[config.mk]
export PLATFORM = sky130hd
export DESIGN_NAME = instr_sequencer_flat
export DESIGN_NICKNAME = d
export VERILOG_FILES = /design/src/rtl/seq_pkg.sv /design/src/rtl/instr_sequencer_if.sv /design/src/rtl/seq_watchdog.sv /design/src/rtl/instr_sequencer.sv /design/src/flat_wrapper.sv
export SDC_FILE = /design/constraint.sdc
export NUM_CORES = 1
export LEC_CHECK = 0
export BUFFER_PORTS_ARGS = -buffer_cell sky130_fd_sc_hd__buf_2
export CAP_MARGIN = 20
export CORE_MARGIN = 2
export CORE_UTILIZATION = 25
export DETAILED_ROUTE_END_ITERATION = 16
export PLACE_DENSITY = 0.5
export SETUP_SLACK_MARGIN = 0.3
export SYNTH_ARGS = -nofsm -noshare
export SYNTH_HDL_FRONTEND = slang
export SYNTH_HIERARCHICAL = 1
export SYNTH_SLANG_ARGS = --single-unit
[constraint.sdc]
create_clock -name clk -period 6.2 [get_ports clk]
set_input_delay 1.24 -clock clk [delete_from_list [all_inputs] [get_ports clk]]
set_output_delay 1.24 -clock clk [all_outputs]
set_load 0.05 [all_outputs]
[src/rtl/seq_pkg.sv]
// Shared sequencer types: FSM state encoding and instruction field layout.
// The control unit decodes the same fields, so keep them in one place.
package seq_pkg;

    typedef enum logic [2:0] {
        S_IDLE,
        S_FETCH,
        S_LOAD,
        S_ISSUE,
        S_RETIRE,
        S_STEP_WAIT,
        S_HALTED,
        S_ERROR
    } state_t;

    localparam logic [1:0] HALT_OP = 2'b11;

    localparam int RX_HI   = 15;
    localparam int RX_LO   = 13;
    localparam int RY_HI   = 12;
    localparam int RY_LO   = 10;
    localparam int ALU_HI  = 4;
    localparam int ALU_LO  = 2;
    localparam int MODE_HI = 1;
    localparam int MODE_LO = 0;

    function automatic logic is_halt(input logic [15:0] instr);
        return instr[MODE_HI:MODE_LO] == HALT_OP;
    endfunction

endpackage

[src/rtl/instr_sequencer_if.sv]
// Instruction ROM port plus control-unit handshake (instr/run/done).
// master = sequencer side, slave = ROM / control unit side.
interface instr_sequencer_if #(
    parameter int ADDR_W = 8
) ();

    logic              imem_rd_en;
    logic [ADDR_W-1:0] imem_addr;
    logic [15:0]       imem_data;
    logic [15:0]       instr_out;
    logic              run;
    logic              done;

    modport master (
        output imem_rd_en,
        output imem_addr,
        input  imem_data,
        output instr_out,
        output run,
        input  done
    );

    modport slave (
        input  imem_rd_en,
        input  imem_addr,
        output imem_data,
        input  instr_out,
        input  run,
        output done
    );

endinterface

[src/rtl/seq_watchdog.sv]
// Done-timeout watchdog: cleared on ISSUE entry, counts while enabled.
// expire is high in the last allowed cycle so the FSM can leave on that edge.
module seq_watchdog #(
    parameter int DONE_TIMEOUT = 8
) (
    input  logic clk,
    input  logic reset,
    input  logic clr,
    input  logic en,
    output logic expire
);

    localparam int W = $clog2(DONE_TIMEOUT + 1);

    logic [W-1:0] cnt;

    always_ff @(posedge clk or posedge reset) begin
        if (reset) begin
            cnt <= '0;
        end else if (clr) begin
            cnt <= '0;
        end else if (en && !expire) begin
            cnt <= cnt + W'(1);
        end
    end

    assign expire = cnt == W'(DONE_TIMEOUT - 1);

endmodule

[src/rtl/instr_sequencer.sv]
// Instruction sequencer: fetches from a sync ROM, issues to the control
// unit, retires on done, with halt, single-step and a done watchdog.
module instr_sequencer #(
    parameter int ADDR_W       = 8,
    parameter int PROG_LEN     = 256,
    parameter int DONE_TIMEOUT = 8
) (
    input  logic                 clk,
    input  logic                 reset,
    input  logic                 start,
    input  logic                 step_mode,
    input  logic                 step,
    instr_sequencer_if.master    bus,
    output logic [ADDR_W-1:0]    pc,
    output logic [15:0]          instr_count,
    output logic                 busy,
    output logic                 halted,
    output logic                 timeout_err
);

    import seq_pkg::*;

    state_t            state, state_nx;
    logic [ADDR_W-1:0] pc_q;
    logic [15:0]       cnt_q;
    logic [15:0]       instr_q;
    logic              clr_run;
    logic              ld_ir;
    logic              retire;
    logic              wd_clr;
    logic              wd_expire;
    logic              last;

    // Compare one bit wider so PROG_LEN == 2**ADDR_W still matches.
    assign last = {1'b0, pc_q} == (ADDR_W + 1)'(PROG_LEN - 1);

    seq_watchdog #(
        .DONE_TIMEOUT(DONE_TIMEOUT)
    ) u_wd (
        .clk    (clk),
        .reset  (reset),
        .clr    (wd_clr),
        .en     (state == S_ISSUE),
        .expire (wd_expire)
    );

    always_ff @(posedge clk or posedge reset) begin
        if (reset) begin
            state <= S_IDLE;
        end else begin
            state <= state_nx;
        end
    end

    always_comb begin
        state_nx = state;
        clr_run  = 1'b0;
        ld_ir    = 1'b0;
        retire   = 1'b0;
        wd_clr   = 1'b0;
        unique case (state)
            S_IDLE, S_HALTED: begin
                if (start) begin
                    state_nx = S_FETCH;
                    clr_run  = 1'b1;
                end
            end
            S_FETCH: state_nx = S_LOAD;
            S_LOAD: begin
                ld_ir    = 1'b1;
                wd_clr   = 1'b1;
                state_nx = is_halt(bus.imem_data) ? S_HALTED : S_ISSUE;
            end
            S_ISSUE: begin
                if (bus.done) begin
                    state_nx = S_RETIRE;
                end else if (wd_expire) begin
                    state_nx = S_ERROR;
                end
            end
            S_RETIRE: begin
                retire = 1'b1;
                if (last) begin
                    state_nx = S_HALTED;
                end else if (step_mode) begin
                    state_nx = S_STEP_WAIT;
                end else begin
                    state_nx = S_FETCH;
                end
            end
            S_STEP_WAIT: begin
                if (step || !step_mode) begin
                    state_nx = S_FETCH;
                end
            end
            S_ERROR: state_nx = S_ERROR;
            default: state_nx = S_IDLE;
        endcase
    end

    always_ff @(posedge clk or posedge reset) begin
        if (reset) begin
            pc_q    <= '0;
            cnt_q   <= '0;
            instr_q <= '0;
        end else begin
            if (clr_run) begin
                pc_q  <= '0;
                cnt_q <= '0;
            end else if (retire) begin
                pc_q <= pc_q + ADDR_W'(1);
                if (cnt_q != 16'hFFFF) begin
                    cnt_q <= cnt_q + 16'd1;
                end
            end
            if (ld_ir) begin
                instr_q <= bus.imem_data;
            end
        end
    end

    assign bus.imem_rd_en = state == S_FETCH;
    assign bus.imem_addr  = pc_q;
    assign bus.instr_out  = instr_q;
    assign bus.run        = state == S_ISSUE;

    assign pc          = pc_q;
    assign instr_count = cnt_q;
    assign busy        = state inside {S_FETCH, S_LOAD, S_ISSUE,
                                       S_RETIRE, S_STEP_WAIT};
    assign halted      = state == S_HALTED;
    assign timeout_err = state == S_ERROR;

endmodule

[src/flat_wrapper.sv]
// flat-port wrapper written by rule: the top's interface ports become plain ports
module instr_sequencer_flat import seq_pkg::*;
#(
    parameter int ADDR_W       = 8,
    parameter int PROG_LEN     = 256,
    parameter int DONE_TIMEOUT = 8
)
  (clk, reset, start, step_mode, step, pc, instr_count, busy, halted, timeout_err, bus_imem_rd_en, bus_imem_addr, bus_imem_data, bus_instr_out, bus_run, bus_done);
  instr_sequencer_if #(.ADDR_W(ADDR_W)) bus_i ();
  input  logic clk;
  input  logic reset;
  input  logic start;
  input  logic step_mode;
  input  logic step;
  output logic [ADDR_W-1:0] pc;
  output logic [15:0] instr_count;
  output logic busy;
  output logic halted;
  output logic timeout_err;
  output wire logic [$bits(bus_i.imem_rd_en)-1:0] bus_imem_rd_en;
  output wire logic [$bits(bus_i.imem_addr)-1:0] bus_imem_addr;
  input wire logic [$bits(bus_i.imem_data)-1:0] bus_imem_data;
  output wire logic [$bits(bus_i.instr_out)-1:0] bus_instr_out;
  output wire logic [$bits(bus_i.run)-1:0] bus_run;
  input wire logic [$bits(bus_i.done)-1:0] bus_done;
  assign bus_imem_rd_en = bus_i.imem_rd_en;
  assign bus_imem_addr = bus_i.imem_addr;
  assign bus_i.imem_data = bus_imem_data;
  assign bus_instr_out = bus_i.instr_out;
  assign bus_run = bus_i.run;
  assign bus_i.done = bus_done;
  instr_sequencer #(.ADDR_W(ADDR_W), .PROG_LEN(PROG_LEN), .DONE_TIMEOUT(DONE_TIMEOUT)) u_core (.clk(clk), .reset(reset), .start(start), .step_mode(step_mode), .step(step), .bus(bus_i), .pc(pc), .instr_count(instr_count), .busy(busy), .halted(halted), .timeout_err(timeout_err));
endmodule
==> results of run 1 <==
==> worst max path at each step <==
stage | end | slack, ps | depth (start not counted)
4_1_cts | bus_run | 3310 | 3
2_1_floorplan | bus_imem_rd_en | 3090 | 3
5_1_grt | bus_run | 3130 | 3
3_5_place_dp | bus_run | 3650 | 3
3_3_place_gp | bus_run | 3670 | 3
6_report | bus_run | 3330 | 3
==> state kept, by name, indices dropped and copies added (netlist names) <==
register and flops:
u_core/bus.instr_out 16, u_core/instr_count 16, u_core/bus.imem_addr 8, u_core/u_wd/cnt 4, u_core/state 3
==> power groups by stage <==
stage               Clock [mW]  Combinational (mW)  Sequential [mW]
finish                   0.232               0.792            0.503
floorplan                    0               0.410            0.731
global placement             0               0.793            0.508
global route             0.263               0.849            0.524
detailed placement           0               0.800            0.510
CTS                      0.246               0.802            0.506
==> cell usage in the layout, fill, tap and decap left out, types with 2 or more instances in the layout <==
cell type,instances
nand2_1,14
or2_2,2
or3_1,6
mux2i_1,2
nand4_1,7
clkbuf_8,6
o211ai_1,4
a21oi_1,17
ha_1,3
inv_1,5
xnor2_1,4
nand3_1,13
or4_1,5
nor3_1,6
dfrtp_1,47
and3_1,5
mux2_2,17
nor2_1,16
nor4_1,4
o21ai_0,7
nor2b_1,2
o31ai_1,8
xor2_1,4
nand2b_1,2
buf_4,3
buf_2,74
a31oi_1,3
and4_1,2
==> worst register-to-register path, stage by stage, from the launching register on <==
cell	delay, ps
dfrtp_1	640
or3b_1	540
or4_4	610
or4_1	480
a21oi_1	150
==> per-stage QoR <==
step | worst slack (ps) | instance area (sq um) | utilization (%) | cells
3_3_place_gp | 3670 | 2890 | 31.0 | 427
4_1_cts | 3310 | 3010 | 32.3 | 435
3_5_place_dp | 3650 | 2890 | 31.0 | 427
6_report | 3330 | 3010 | 32.3 | 435
5_1_grt | 3130 | 3010 | 32.3 | 435
2_1_floorplan | 3090 | 2430 | - | 238
==> metal layers <==
layer | track usage, % | up-vias
li1 | - | 1012
met1 | 15.3 | 957
met2 | 17.0 | 68
met3 | 2.92 | 4
met4 | 3.38 | 0
met5 | 0 | -
==> layout make-up <==
| cell class | count | area [sq um] | area share [%] |
|---|---|---|---|
| sequential | 47 | 1180 | 39.1 |
| multi-input combinational | 168 | 1140 | 37.8 |
| timing repair buffer | 77 | 393 | 13.1 |
| tap | 129 | 161 | 5.36 |
| clock buffer | 6 | 82.6 | 2.74 |
| clock inverter | 2 | 35.0 | 1.16 |
| inverter | 6 | 22.5 | 0.748 |
==> cell families (layout without fill, tap and decap cells) <==
family,Yosys count,in the layout,share of synthesized area [%]
buffers and inverters,23,91,4.99
AO/OA/AOI/OAI,46,46,12.3
flip-flops,47,47,48.4
XOR/XNOR,8,8,2.88
AND/OR/NAND/NOR,91,91,20.8
multiplexers,19,19,8.70
adder cells (fa/ha/maj),4,4,1.96
==> run_results.csv, run 1 <==
group,metric,value,unit
yosys,synthTopCellsByArea,"dfrtp_1 48%, mux2_2 7.9%, a21oi_1 3.5%",
hold_path,hold_end,"u_core/bus.instr_out[1]$_DFFE_PP0P_",
critical_path,timing.rr.end,"u_core/instr_count[13]$_DFFE_PP0P_",
pwr,powerDensity,507,mW/mm^2
drt,met2_length,2510,um
grt,grt_max_degree,43,
critical_path,ff2ff_setup_slack,3710,ps
critical_path,reg2regPathDepth,4,
floorplan,die_y,103,um
clock_tree,cts_resized,0,
timing,fin_crit_sh,46.2,%
critical_path,reg2reg_from,"u_core/state[2]$_DFFE_PP0P_",
yosys,ys_ff_latch,47,
pwr,p_total,1.53,mW
pwr,combPwrFrac,51.9,%
clock_tree,tritoncts,"built",
critical_path,endpoint_kind,"output port",
cells_and_area,drive_gt1_share,35.3,%
drt,initialDrtViolationCount,94,
timing,slew_viol_final,0,
grt,grt_pass1_wl,9270,um
floorplan,io_pins,75,
drt,drt-met1-wl,2710,um
yosys,synth_warnings,6,
yosys,synthesis.instances,238,
timing,fin_worst_skew,8.94,ps
grt,first_global_vias,1945,
drt,drtAntennaViolNets,0,
clock_tree,hold_buffers,0,
floorplan,dieArea,0.0105,sq mm
yosys,ys_async_sr_fraction,100,%
cells_and_area,areaGrowthSynthToFinish,23.8,%
cells_and_area,nets,330,
cells_and_area,nFillCells,983,
drt,vias,2041,
critical_path,cp-start-kind,"flip-flop",
cells_and_area,n_antenna_cell,0,
critical_path,cp_top_family,"flip-flops",
grt,antenna_found_initial,0,
clock_tree,cts-root-buf,"clkbuf_8",
timing,setup_viol,0,
yosys,yosysTopAreaCell,"dfrtp_1",
yosys,post_synth_most_frequent_cells,"47 x dfrtp_1, 17 x a21oi_1, 17 x mux2_2, 16 x nor2_1, 14 x nand2_1",
yosys,synth_cell_types,42,
floorplan,coreArea,0.00933,sq mm
grt,grt_remaining_overflow,0,
placement,io_buffers,74,
critical_path,critPathBufInv,1,
timing,tightestPinTransition,810,ps
timing,hold_viol,0,
timing,period_minus_slack,2870,ps
drt,wl,5640,um
critical_path,cpPeakStageDelay,600,ps
yosys,synth_area,0.00243,sq mm
yosys,synthFlopType,"dfrtp_1",
drt,via_per_inst,4.69,
drt,drc,0,
critical_path,worst-path-max-fanout,14,
timing,relSlewSlack,46.0,%
clock_tree,clock_latency,300,ps
hold_path,hold_depth,1,
timing,rsz0062_at_grt,"no",
pwr,peakVddDrop,254,uV
pwr,power_frac_seq,32.9,%
job,maxCapViolCount,0,
yosys,yosys.area.top_type_share,48.4,%
drt,wl_met3,356,um
hold_path,hold_class,"reg -> reg",
pwr,switching_share,50.0,%
timing,whs,509,ps
critical_path,critPathLaunch,"u_core/state[1]$_DFFE_PP0P_",
drt,top_layer,"met4",
clock_tree,cts_max_level,2,
floorplan,die_x,103,um
status,status,"completed",
timing,fmax,349,MHz
critical_path,required,4960,ps
grt,track_usage,11.1,%
clock_tree,cts_buffers,5,
floorplan,floorplan.rows,35,
timing,tns,0,ps
critical_path,cp_cell_sequence,"nand2_1 > nor2_1 > buf_2",
floorplan,initial_core_util,26.1,%
critical_path,crit_slowest_cell,"dfrtp_1",
pwr,p_int,0.763,mW
clock_tree,clock_path_buffers,2,
yosys,syn_avg_cell_area,10.2,sq um
drt,dr.pass1.iters,4,
yosys,synth_most_common_cell,"dfrtp_1",
critical_path,worstSetupPathType,"reg -> out",
clock_tree,cts.sinks,47,
clock_tree,clk_pin_slew,80,ps
yosys,seq_area_frac_synth,48.4,%
drt,wl_per_cell,13.0,um
clock_tree,post_cts_buffers,0,
yosys,synth_nets,263,
hold_path,worstHoldStart,"u_core/bus.instr_out[1]$_DFFE_PP0P_",
yosys,synth-edff-count,0,
pwr,power.net_switching,0.764,mW
placement,place_congestion,0.705,
pwr,clkPwrFrac,15.2,%
critical_path,critPathArrivalTime,1630,ps
placement,dpl.hpwl,4080,um
pwr,leakage,1.39,nW
Note: power is estimated with default switching activity, not from simulation.
==> inputs of run 2 (changes only) <==
- ABC_AREA: not set -> 1
- PLACE_DENSITY: 0.5 -> 0.49
- clock period: 6.2 -> 2.8 ns (I/O delays scaled with it)
==> run 2 against run 1 <==
Against the previous run:
- hold slack got worse by 370 ps
- combinational power increased by 110%
- sequential power increased by 100%
==> run_results.csv, run 2 <==
group,metric,value,unit
job,maxCapViolCount,0,
drt,wl,6400,um
critical_path,crit_slowest_cell,"dfrtp_1",
critical_path,critPathArrivalTime,1460,ps
grt,grt_remaining_overflow,0,
yosys,post_synth_most_frequent_cells,"136 x nand2_1, 47 x dfrtp_1, 32 x nor2_1, 30 x inv_1, 16 x nand3_1",
cells_and_area,final_cell_mix,"136 x nand2_1, 74 x buf_2, 47 x dfrtp_1",
grt,track_usage,11.7,%
yosys,synthFlopType,"dfrtp_1",
yosys,syn_avg_cell_area,7.52,sq um
cells_and_area,final_common_cell,"nand2_1",
yosys,ys_async_sr_fraction,100,%
drt,drc,0,
drt,initialDrtViolationCount,54,
timing,fin_crit_sh,72.2,%
yosys,yosysTopAreaCell,"dfrtp_1",
placement,dpl.hpwl,4660,um
hold_path,hold_class,"in -> async",
clock_tree,cts_buffers,5,
clock_tree,tritoncts,"built",
drt,wl_per_cell,11.5,um
yosys,seq_area_frac_synth,44.7,%
status,status,"completed",
yosys,synth_area,0.00263,sq mm
cells_and_area,n_antenna_cell,0,
critical_path,reg2regPathDepth,8,
pwr,powerDensity,1010,mW/mm^2
floorplan,io_pins,75,
timing,tightestPinTransition,596,ps
critical_path,cp-start-kind,"flip-flop",
yosys,synth-edff-count,0,
clock_tree,cts-root-buf,"clkbuf_8",
clock_tree,clk_pin_slew,90,ps
floorplan,die_x,107,um
timing,rsz0062_at_grt,"no",
critical_path,ff2ff_setup_slack,1040,ps
floorplan,coreArea,0.0103,sq mm
yosys,synth_most_common_cell,"nand2_1",
clock_tree,cts_max_level,2,
drt,drtAntennaViolNets,0,
yosys,synth_cell_types,32,
clock_tree,hold_buffers,0,
floorplan,dieArea,0.0114,sq mm
grt,grt_pass1_wl,10900,um
grt,first_global_vias,2359,
yosys,ys_ff_latch,47,
grt,antenna_found_initial,0,
placement,io_buffers,74,
cells_and_area,areaGrowthSynthToFinish,21.6,%
cells_and_area,drive_gt1_share,25.4,%
critical_path,worstSetupPathType,"reg -> out",
cells_and_area,fin_util,31.1,%
cells_and_area,nets,445,
placement,place_congestion,0.804,
critical_path,cpPeakStageDelay,480,ps
clock_tree,cts.sinks,47,
critical_path,worst-path-max-fanout,6,
drt,vias,2381,
yosys,synthesis.instances,350,
timing,hold_viol,0,
floorplan,die_y,107,um
timing,relSlewSlack,60.3,%
timing,setup_viol,0,
clock_tree,cts_resized,0,
drt,dr.pass1.iters,4,
clock_tree,post_cts_buffers,0,
floorplan,initial_core_util,25.6,%
critical_path,endpoint_kind,"output port",
timing,fmax,495,MHz
timing,tns,0,ps
pwr,peakVddDrop,538,uV
timing,fin_worst_skew,10.6,ps
yosys,synth_nets,375,
yosys,yosys.area.top_type_share,44.7,%
clock_tree,clock_path_buffers,2,
critical_path,required,2240,ps
clock_tree,clock_latency,300,ps
yosys,synthTopCellsByArea,"dfrtp_1 45%, nand2_1 19%, nor2_1 4.6%",
floorplan,floorplan.rows,37,
pwr,leakage,1.71,nW
drt,via_per_inst,4.27,
timing,slew_viol_final,0,
timing,period_minus_slack,2020,ps
critical_path,cp_cell_sequence,"nand2_1 > inv_1 > nand2_1 > inv_1 > buf_2",
yosys,synth_warnings,6,
grt,grt_max_degree,44,
[run 2: cell types whose count changed after synthesis, sizes merged, moves of 4 or more]
cell,change
a21oi,-11
and3,-5
clkbuf,-5
inv,+26
mux2,-17
nand2,+129
nand3,+6
nor2,+24
o211ai,-4
o21ai,+12
o31ai,-8
or3,-6
or4,-6
[run 2: cells by family (layout without fill, tap and decap cells)]
family	after synthesis	in the layout	synth area share, %
simple gates	217	217	36.5
flops	47	47	44.7
buf+inv	46	117	8.70
compound gates	27	27	5.42
xor+xnor	10	10	3.33
fa+ha+maj	3	3	1.43
[run 2: power by group]
group	leakage, nW	switching [mW]	internal (mW)
clock	0.0612	0.244	0.290
combinational	1.03	1.28	0.395
sequential	0.619	0.164	0.865
[run 2: critical path, delay by kind of cell (launching register included)]
kind,cells,cell delay (ps)
buffers and inverters,3,500
DFF,1,480
and+or+nand+nor,2,180
[run 2: final timing paths]
check,from,to
min,reset,u_core/u_wd/cnt[3]$_DFFE_PP0P_
min reg2reg,u_core/bus.instr_out[9]$_DFFE_PP0P_,u_core/bus.instr_out[9]$_DFFE_PP0P_
max reg2reg,u_core/state[2]$_DFFE_PP0P_,u_core/state[0]$_DFFE_PP0P_
max,u_core/state[1]$_DFFE_PP0P_,bus_run
max in group asynchronous,reset,u_core/instr_count[6]$_DFFE_PP0P_
min in group clk,bus_imem_data[12],u_core/bus.instr_out[12]$_DFFE_PP0P_
[run 2: area by class of cell]
class	count	area, sq um
well taps	136	170
fillers	1165	7080
multi-input cells	257	1230
flip-flops and latches	47	1180
clock buffers	6	82.6
repair buffers	76	385
inverters	33	124
clock inverters	2	35.0
[run 2: per-stage QoR]
| step | area (sq um) | power, mW | std cells | setup slack, ps | hold WS, ps |
|---|---|---|---|---|---|
| floorplan | 2630 | 2.39 | 350 | 641 | 326 |
| global placement | 3080 | 2.72 | 549 | 1100 | 459 |
| detailed placement | 3080 | 2.74 | 549 | 1040 | 460 |
| CTS | 3200 | 3.29 | 557 | 761 | 126 |
| global route | 3200 | 3.48 | 557 | 676 | 128 |
| finish | 3200 | 3.24 | 557 | 779 | 135 |
[run 2: per-layer routing]
layer,routed length [um],track usage (%),share of wire [%]
met5,0,0,0
met4,48,3.06,0.75
met3,372,3.28,5.8
met2,2990,19.4,47
met1,2990,14.9,47
==> inputs of run 3 (changes only) <==
- ABC_AREA: 1 -> 0
- PLACE_DENSITY: 0.49 -> 0.5
- clock period: 2.8 -> 2 ns (I/O delays scaled with it)
==> run 3 against run 2 <==
Against the previous run:
- clock skew is 3.3 ps lower
- non-clock buffer count is 35 higher
- critical path type is now reg -> reg
- sequential share of layout area shrank 3.2 points
- utilization grew 7.1 points
- register-to-register slack worse by 950 ps
- via count shrank 6.1%
- clock power rose by 4.3%
- sequential power rose by 43%
- total power rose by 67%
- first-iteration DRC count is 100% higher
- setup slack worse by 690 ps
- final cell count decreased by 16%
==> run_results.csv, run 3 (synthesis gave the netlist of run 1 again) <==
group,metric,value,unit
clock_tree,cts-root-buf,"clkbuf_8",
pwr,p_int,2.77,mW
cells_and_area,drive_gt1_share,52.9,%
pwr,power_frac_seq,27.3,%
critical_path,crit_path_end,"u_core/instr_count[11]$_DFFE_PP0P_",
timing,rsz0062_at_grt,"yes",
critical_path,cpPeakStageDelay,510,ps
floorplan,die_x,103,um
drt,drc,0,
pwr,peakVddDrop,1070,uV
pwr,switching_share,48.8,%
critical_path,required,2220,ps
drt,drtAntennaViolNets,0,
timing,period_minus_slack,1910,ps
cells_and_area,fin_util,38.2,%
hold_path,hold_class,"in -> reg",
floorplan,initial_core_util,26.1,%
critical_path,timing.rr.end,"u_core/instr_count[11]$_DFFE_PP0P_",
critical_path,reg2reg_from,"u_core/state[0]$_DFFE_PP0P_",
timing,hold_viol,0,
critical_path,crit_slowest_cell,"or4_4",
cells_and_area,final_cell_mix,"69 x buf_2, 32 x dfrtp_1, 26 x buf_4",
grt,antenna_found_initial,0,
clock_tree,cts.sinks,47,
status,status,"completed",
floorplan,floorplan.rows,35,
cells_and_area,final_common_cell,"buf_2",
critical_path,ff2ff_setup_slack,90,ps
floorplan,coreArea,0.00933,sq mm
clock_tree,tritoncts,"built",
placement,place_congestion,0.809,
clock_tree,clock_latency,290,ps
job,maxCapViolCount,0,
placement,io_buffers,74,
drt,initialDrtViolationCount,110,
drt,vias,2235,
timing,fin_worst_skew,7.28,ps
critical_path,critPathArrivalTime,2140,ps
grt,grt_remaining_overflow,0,
critical_path,reg2regPathDepth,4,
timing,relSlewSlack,81.1,%
clock_tree,clk_pin_slew,90,ps
pwr,p_total,5.40,mW
grt,grt_pass1_wl,9990,um
drt,dr.pass1.iters,4,
critical_path,worstSetupPathType,"reg -> reg",
critical_path,worst-path-max-fanout,5,
timing,fin_crit_sh,95.6,%
floorplan,die_y,103,um
floorplan,io_pins,75,
critical_path,critPathLaunch,"u_core/state[0]$_DFFE_PP0P_",
timing,fmax,523,MHz
timing,slew_viol_final,0,
grt,track_usage,12.0,%
grt,grt_max_degree,40,
drt,wl_per_cell,13.5,um
pwr,combPwrFrac,62.4,%
cells_and_area,areaGrowthSynthToFinish,46.6,%
drt,wl,6350,um
critical_path,cp-start-kind,"flip-flop",
clock_tree,clock_path_buffers,2,
grt,first_global_vias,2113,
cells_and_area,multi_input_area,0.00133,sq mm
cells_and_area,ff_latch_area,0.00119,sq mm
pwr,clkPwrFrac,10.3,%
critical_path,crit_top_cell,"or4_4",
cells_and_area,n_antenna_cell,0,
clock_tree,cts_max_level,2,
pwr,powerDensity,1510,mW/mm^2
placement,dpl.hpwl,4350,um
timing,setup_viol,0,
critical_path,cp_cell_sequence,"or3b_4 > or4_4 > or4_4 > a21oi_2",
critical_path,endpoint_kind,"flip-flop",
cells_and_area,nFillCells,971,
pwr,power.net_switching,2.63,mW
floorplan,dieArea,0.0105,sq mm
timing,tightestPinTransition,282,ps
clock_tree,cts_buffers,5,
drt,via_per_inst,4.77,
pwr,leakage,1.59,nW
cells_and_area,nets,364,
## run 3: layer usage
layer	vias to the layer above	routed length, um	GRT usage [%]
met5	-	0	0
met4	0	29	2.56
met3	4	434	4.27
met2	60	3060	19.9
met1	1097	2830	15.1
li1	1074	-	-
## run 3: cell type report
| type | instances | area share [%] |
|---|---|---|
| well taps | 129 | 4.53 |
| clock buffers | 8 | 2.25 |
| inverters | 6 | 0.842 |
| flip-flops and latches | 47 | 33.5 |
| repair buffers | 111 | 21.7 |
| multi-input cells | 168 | 37.2 |
## run 3: how the worst min path moves through the flow
stage,from,end,slack (ps),cells past startpoint
after CTS,bus_imem_data[11],u_core/bus.instr_out[11]$_DFFE_PP0P_,320,2
after detailed placement,reset,u_core/bus.instr_out[6]$_DFFE_PP0P_,310,2
final,bus_imem_data[13],u_core/bus.instr_out[13]$_DFFE_PP0P_,340,2
after global placement,reset,u_core/bus.instr_out[6]$_DFFE_PP0P_,300,2
after floorplan,reset,u_core/u_wd/cnt[0]$_DFFE_PP0P_,170,1
after global routing,bus_imem_data[11],u_core/bus.instr_out[11]$_DFFE_PP0P_,310,2
## run 3: power by group through the flow
stage / Combinational (mW) / Clock, mW / Sequential (mW)
after floorplan: 1.44 / 0 / 2.28
after global placement: 2.81 / 0 / 1.48
after detailed placement: 2.81 / 0 / 1.49
after CTS: 3.12 / 0.582 / 1.47
after global routing: 3.59 / 0.621 / 1.52
final: 3.37 / 0.556 / 1.47
## run 3: timing repair
action / CTS / global route
pin swaps: 5 / 17
setup endpoints to repair: 20 / 36
hold endpoints to repair: 8 / 0
buffers inserted: 15 / 6
resized for setup: 21 / 26
hold buffers: 1 / 0
gates cloned: 1 / 1
## run 3: through the flow
stage,cells,TNS (ps),cell area (sq um),setup slack [ps],hold slack [ps]
2_1_floorplan,238,-15.5,2560,-7.77,166
3_3_place_gp,437,0,3080,127,302
3_5_place_dp,437,0,3080,98.0,306
4_1_cts,462,0,3370,95.4,325
5_1_grt,469,0,3560,18.2,314
6_report,469,0,3560,87.1,337
## run 3: critical path: cells and delay by family, from the launching register on
kind | cells | cell delay (ps)
AO/OA/AOI/OAI | 1 | 130
AND/OR/NAND/NOR | 3 | 1330
flip-flops | 1 | 390
